--- config.mk ---
export PLATFORM = sky130hd
export DESIGN_NAME = sdram_cmd_arbiter
export DESIGN_NICKNAME = d
export VERILOG_FILES = /design/src/rtl/sdram_arb_pkg.sv /design/src/rtl/sdram_tag_fifo.sv /design/src/rtl/sdram_cmd_arbiter.sv
export SDC_FILE = /design/constraint.sdc
export NUM_CORES = 1
export LEC_CHECK = 0
export CORE_UTILIZATION = 33
export DETAILED_ROUTE_END_ITERATION = 8
export PLACE_DENSITY = 0.79
export SYNTH_ARGS = -nofsm -noshare
export SYNTH_HDL_FRONTEND = slang
export SYNTH_SLANG_ARGS = --single-unit
--- constraint.sdc ---
create_clock -name clk -period 1.7 [get_ports clk]
set_input_delay 0.34 -clock clk [delete_from_list [all_inputs] [get_ports clk]]
set_output_delay 0.34 -clock clk [all_outputs]
set_load 0.05 [all_outputs]
--- src/rtl/sdram_arb_pkg.sv ---
// Shared constants, command type and helpers for the SDRAM command arbiter.
package sdram_arb_pkg;

   localparam int SDRAMAddrWidth = 23;
   localparam int SDRAMDataWidth = 16;

   typedef struct packed {
      logic                      write;
      logic [SDRAMAddrWidth-1:0] addr;
      logic [SDRAMDataWidth-1:0] writeData;
   } sdram_cmd_t;

   typedef enum logic {
      SLOT_EMPTY = 1'b0,
      SLOT_FULL  = 1'b1
   } slot_state_e;

   // A single requester still needs one bit to name it.
   function automatic int port_id_width(input int ports);
      return (ports > 1) ? $clog2(ports) : 1;
   endfunction

endpackage

--- src/rtl/sdram_tag_fifo.sv ---
// Small FIFO of requester ids, one entry per read issued to the controller.
module sdram_tag_fifo #(
   parameter  int Width = 1,
   parameter  int Depth = 4,
   localparam int PtrW  = (Depth > 1) ? $clog2(Depth) : 1,
   localparam int CntW  = $clog2(Depth) + 1
) (
   input  logic             clk,
   input  logic             rst_,
   input  logic             push_i,
   input  logic [Width-1:0] push_data_i,
   input  logic             pop_i,
   output logic [Width-1:0] head_o,
   output logic [CntW-1:0]  count_o,
   output logic             empty_o,
   output logic             full_o
);

   logic [Width-1:0] mem_q [Depth];
   logic [PtrW-1:0]  wr_q, wr_d;
   logic [PtrW-1:0]  rd_q, rd_d;
   logic [CntW-1:0]  cnt_q, cnt_d;

   // Depth is a power of two, so the pointers wrap on their own.
   always_comb begin
      wr_d  = wr_q;
      rd_d  = rd_q;
      cnt_d = cnt_q;
      if (push_i) wr_d = wr_q + PtrW'(1);
      if (pop_i)  rd_d = rd_q + PtrW'(1);
      case ({push_i, pop_i})
         2'b10:   cnt_d = cnt_q + CntW'(1);
         2'b01:   cnt_d = cnt_q - CntW'(1);
         default: cnt_d = cnt_q;
      endcase
   end

   always_ff @(posedge clk or negedge rst_) begin
      if (!rst_) begin
         wr_q  <= '0;
         rd_q  <= '0;
         cnt_q <= '0;
      end else begin
         wr_q  <= wr_d;
         rd_q  <= rd_d;
         cnt_q <= cnt_d;
      end
   end

   always_ff @(posedge clk) begin
      if (push_i) mem_q[wr_q] <= push_data_i;
   end

   assign head_o  = mem_q[rd_q];
   assign count_o = cnt_q;
   assign empty_o = (cnt_q == '0);
   assign full_o  = (cnt_q == CntW'(Depth));

endmodule

--- src/rtl/sdram_cmd_arbiter.sv ---
// Shares the SDRAM controller command port among several requesters and routes read data back.
// Define SDRAM_ARB_ROUNDROBIN_EN for round-robin grants; otherwise lowest port wins.
module sdram_cmd_arbiter
   import sdram_arb_pkg::*;
#(
   parameter int Ports    = 2,
   parameter int TagDepth = 4
) (
   input  logic                               clk,
   input  logic                               rst_,
   input  logic [Ports-1:0]                   reqTrigger,
   output logic [Ports-1:0]                   reqReady,
   input  logic [Ports-1:0]                   reqWrite,
   input  logic [Ports*SDRAMAddrWidth-1:0]    reqAddr,
   input  logic [Ports*SDRAMDataWidth-1:0]    reqWriteData,
   output logic [SDRAMDataWidth-1:0]          reqReadData,
   output logic [Ports-1:0]                   reqReadDataValid,
   input  logic                               cmdReady,
   output logic                               cmdTrigger,
   output logic                               cmdWrite,
   output logic [SDRAMAddrWidth-1:0]          cmdAddr,
   output logic [SDRAMDataWidth-1:0]          cmdWriteData,
   input  logic [SDRAMDataWidth-1:0]          cmdReadData,
   input  logic                               cmdReadDataValid,
   output logic                               errTagUnderflow
);

   localparam int PortW = port_id_width(Ports);
   localparam int CntW  = $clog2(TagDepth) + 1;

   slot_state_e      state_q;
   sdram_cmd_t       cmd_q, cmd_d;
   logic [PortW-1:0] slot_port_q;
   logic             err_q, err_d;

   sdram_cmd_t       req_cmd [Ports];
   logic [Ports-1:0] eligible;
   logic             read_ok;
   int               outstanding;
   logic             slot_free, accept, grant;
   logic             win_found;
   logic [PortW-1:0] winner;

   logic             tag_push, tag_pop;
   logic [PortW-1:0] tag_head;
   logic [CntW-1:0]  tag_count;
   logic             tag_empty, tag_full;

   always_comb begin
      for (int i = 0; i < Ports; i++) begin
         req_cmd[i].write     = reqWrite[i];
         req_cmd[i].addr      = reqAddr[SDRAMAddrWidth*i +: SDRAMAddrWidth];
         req_cmd[i].writeData = reqWriteData[SDRAMDataWidth*i +: SDRAMDataWidth];
      end
   end

   // A read still sitting in the slot already holds a tag in the reckoning.
   always_comb begin
      outstanding = int'(tag_count);
      if (state_q == SLOT_FULL && !cmd_q.write) outstanding = outstanding + 1;
   end

   assign read_ok   = (outstanding < TagDepth);
   assign eligible  = reqTrigger & (reqWrite | {Ports{read_ok}});
   assign accept    = (state_q == SLOT_FULL) && cmdReady;
   assign slot_free = (state_q == SLOT_EMPTY) || cmdReady;
   assign grant     = win_found && slot_free;

`ifdef SDRAM_ARB_ROUNDROBIN_EN
   logic [PortW-1:0] last_q, last_d;
   int               rr_start, rr_idx;

   always_comb begin
      win_found = 1'b0;
      winner    = '0;
      rr_idx    = 0;
      rr_start  = (int'(last_q) + 1) % Ports;
      for (int k = 0; k < Ports; k++) begin
         rr_idx = (rr_start + k) % Ports;
         if (!win_found && eligible[rr_idx]) begin
            win_found = 1'b1;
            winner    = PortW'(rr_idx);
         end
      end
   end

   assign last_d = grant ? winner : last_q;

   always_ff @(posedge clk or negedge rst_) begin
      if (!rst_) last_q <= '0;
      else       last_q <= last_d;
   end
`else
   always_comb begin
      win_found = 1'b0;
      winner    = '0;
      for (int i = 0; i < Ports; i++) begin
         if (!win_found && eligible[i]) begin
            win_found = 1'b1;
            winner    = PortW'(i);
         end
      end
   end
`endif

   always_comb begin
      for (int i = 0; i < Ports; i++) reqReady[i] = grant && (winner == PortW'(i));
   end

   assign cmd_d = req_cmd[winner];

   // Accept and refill share an edge, so a grant overrides the FULL->EMPTY move.
   always_ff @(posedge clk or negedge rst_) begin
      if (!rst_) begin
         state_q     <= SLOT_EMPTY;
         cmd_q       <= '0;
         slot_port_q <= '0;
      end else begin
         case (state_q)
            SLOT_EMPTY: begin
               if (grant) begin
                  state_q     <= SLOT_FULL;
                  cmd_q       <= cmd_d;
                  slot_port_q <= winner;
               end
            end
            SLOT_FULL: begin
               if (grant) begin
                  cmd_q       <= cmd_d;
                  slot_port_q <= winner;
               end else if (cmdReady) begin
                  state_q     <= SLOT_EMPTY;
               end
            end
            default: state_q <= SLOT_EMPTY;
         endcase
      end
   end

   assign tag_push = accept && !cmd_q.write && (!tag_full || tag_pop);
   assign tag_pop  = cmdReadDataValid && !tag_empty;

   sdram_tag_fifo #(
      .Width (PortW),
      .Depth (TagDepth)
   ) u_tag_fifo (
      .clk         (clk),
      .rst_        (rst_),
      .push_i      (tag_push),
      .push_data_i (slot_port_q),
      .pop_i       (tag_pop),
      .head_o      (tag_head),
      .count_o     (tag_count),
      .empty_o     (tag_empty),
      .full_o      (tag_full)
   );

   always_comb begin
      for (int i = 0; i < Ports; i++) reqReadDataValid[i] = tag_pop && (tag_head == PortW'(i));
   end

   assign err_d = err_q || (cmdReadDataValid && tag_empty);

   always_ff @(posedge clk or negedge rst_) begin
      if (!rst_) err_q <= 1'b0;
      else       err_q <= err_d;
   end

   assign reqReadData     = cmdReadData;
   assign cmdTrigger      = (state_q == SLOT_FULL);
   assign cmdWrite        = cmd_q.write;
   assign cmdAddr         = cmd_q.addr;
   assign cmdWriteData    = cmd_q.writeData;
   assign errTagUnderflow = err_q;

endmodule

==> metrics <==
status finished, violations left; violated checks setup timing; Longest Clk Path Bufs 2; final setup vio count 47; Final period util 1.22; Buffers on Ports ~130; CP max FO 4; Netlist Area Pre-Place between 0.002 and 0.003 mm^2; Post-Synth Simple-Gate Area 0.149; H-tree depth 2; vias in the first global route between 2000 and 3000; Hold WC Path Type register to register; Tmin final 2.07 ns; first-pass GRT wire length approximately 12 mm; largest family of logic cells by synthesized area compound AO/OA/AOI/OAI gates; CP endpoint kind output port; critical path class register to output port; post-synth top area share 0.479; Netlist cell types 35; Rows 32; synthesized area per cell about 12 um^2; Slew Viols, Final 0; Die H about 91 um; TritonCTS buffer count 5; post-synthesis xor/xnor area fraction 0.0168; max cap viols 0; DR iter-0 viols 57; die area a little over 0.008 mm^2; Hold Vio Cnt, Final 0; dpl hpwl roughly 5.4 mm; Critical Path RT ~1.4 ns; Commonest cells post-synth dfrtp_1, a221o_1, and3_1, buf_4, clkbuf_1; mux cell area share after synthesis 0.0125; Total GRT Usage 0.185; Synth area leaders dfrtp_1, a221o_1, and3_1, buf_4, edfxtp_1; WL/cell about 17 um; actual slew at the worst max-slew pin between 0.3 and 0.4 ns; floorplan core area 0.00769 mm^2; TNS Setup -12.62 ns; Final ANT Viol Nets 0; sequential-to-total area share from yosys stat 0.525; average via count per standard cell ~5.3; final WL about 7.9 mm; Syn. warnings 0; Post-route DRC 0; Synth Area in Compound Gates 0.179; WP data arrival between 1.5 and 2 ns; Final Worst Setup Slack -0.374 ns; main flop type after synthesis dfrtp_1; most common cell in the synthesized netlist dfrtp_1; hold path cells 1; Area Growth Syn to Fin 67.6%; clk root buf clkbuf_8; RSZ-0062 raised after global routing true; Post-Place Worst Slack -0.429 ns; reg2reg path depth 7; Leak Pwr 2.06 nW; share of cells above drive strength 1 0.311; max-slew headroom at the worst pin 0.777; fmax between 400 and 500 MHz; initial core utilization 0.340; number of top-level pins between 150 and 200; clock sink total 54; Worst Setup Start Kind register; area leader, netlist dfrtp_1; final clock skew between 0.004 and 0.005 ns; GP Congestion between 0.7 and 0.8; clk_lat worst skew approximately 0.3 ns; diodes inserted 0; Overflow after GRT 0; Die W approximately 91 um; Synth Register Bits 54; Post-synth EDFFs 4; Syn Nets about 320; initial antenna violation count 0; worst vdd ir between 1 and 1.5 mV; final net count 466; Async S/R FF share, synth 0.926; power per cell area roughly 1900 mW/mm^2; pin count of the biggest net entering global routing 51; CTS tree yes; 1st-pass router iterations 4; CTS clk-pin slew, worst paths ~0.10 ns; Post-Synth Adder-Cell Area 0.0268; Post-Syn Instances 215; routed vias around 2400
-- flip-flops by register name (all words and copies together), names as in the netlist --
signal,cells
u_tag_fifo.mem_q,4
errTagUnderflow,1
cmdTrigger,1
u_tag_fifo.rd_q,2
cmdWrite,1
u_tag_fifo.wr_q,2
cmdWriteData,16
slot_port_q,1
cmdAddr,23
u_tag_fifo.count_o,3
-- critical path, stage by stage (launching register included) --
cell,delay (ns)
dfrtp_2,0.41
nand4b_1,0.23
a22o_4,0.29
buf_4,0.15
buf_12,0.12
nand2_4,0.05
inv_2,0.04
buf_12,0.13
-- cell usage in the layout (no fill, tap or decap), types with 2 or more instances in the layout --
master / count
dfrtp_1: 47
and2_1: 4
inv_1: 5
clkbuf_8: 5
clkdlybuf4s50_1: 83
a21o_1: 2
nand2_1: 2
buf_6: 11
buf_4: 62
buf_12: 9
ha_1: 4
xnor2_1: 4
nand2_4: 2
nor2_4: 2
dfrtp_2: 3
and3_1: 40
a221o_1: 40
edfxtp_1: 4
-- per-layer routing --
metal | track usage | wire length (um)
met2 | 0.338 | 4290
met3 | 0.0352 | 426
met5 | 0 | 0
met1 | 0.216 | 3010
met4 | 0.0608 | 172
-- path summary, 6_finish.rpt --
check | start | endpoint | slack (ns)
min reg2reg | errTagUnderflow$_DFF_PN0_ | errTagUnderflow$_DFF_PN0_ | 0.47
min | errTagUnderflow$_DFF_PN0_ | errTagUnderflow$_DFF_PN0_ | 0.47
max reg2reg | cmdWrite$_DFFE_PN0P_ | cmdWriteData[2]$_DFFE_PN0P_ | -0.29
max | cmdWrite$_DFFE_PN0P_ | reqReady[0] | -0.37
min in group asynchronous | rst_ | cmdWriteData[7]$_DFFE_PN0P_ | 0.54
max in group asynchronous | rst_ | cmdTrigger$_DFF_PN0_ | 0.92
-- timing repair --
item,in CTS,in global routing
setup endpoints to repair,44,55
buffers inserted,8,5
resized for setup,14,19
gates cloned,1,1
endpoints found under the hold margin,0,2
pin swaps,6,8
hold buffers,0,1
-- layout make-up --
type,count,area [um^2]
tap,102,128
timing repair buffer,169,1650
clock buffer,5,68.8
multi-input combinational,123,1110
clock inverter,3,22.5
sequential,54,1380
inverter,6,22.5
fill,656,3310
-- stage by stage --
stage | area [um^2] | total power, mW | util | hold WS [ns] | std cells
final | 4380 | 8.36 | 0.569 | 0.472 | 462
after global routing | 4380 | 8.77 | 0.569 | 0.496 | 462
after CTS | 4250 | 8.18 | 0.552 | 0.0104 | 456
after detailed placement | 4030 | 7.23 | 0.524 | 0.354 | 439
after global placement | 4030 | 7.11 | 0.524 | 0.346 | 439
after floorplan | 2620 | 5.48 | - | 0.0444 | 215
-- cells by family after synthesis --
| group | after synthesis |
|---|---|
| AND/OR/NAND/NOR | 62 |
| flip-flops | 54 |
| AO/OA/AOI/OAI | 49 |
| buffers and inverters | 38 |
| XOR/XNOR | 5 |
| adder cells (fa/ha/maj) | 5 |
| multiplexers | 2 |
-- where the power goes --
| part | internal, mW | leakage [nW] | switching (mW) |
|---|---|---|---|
| logic | 2.14 | 1.38 | 3.13 |
| registers | 1.93 | 0.640 | 0.419 |
| clock network | 0.297 | 0.0451 | 0.444 |
| total | 4.37 | 2.06 | 3.99 |
(Power assumes the default switching activity.)
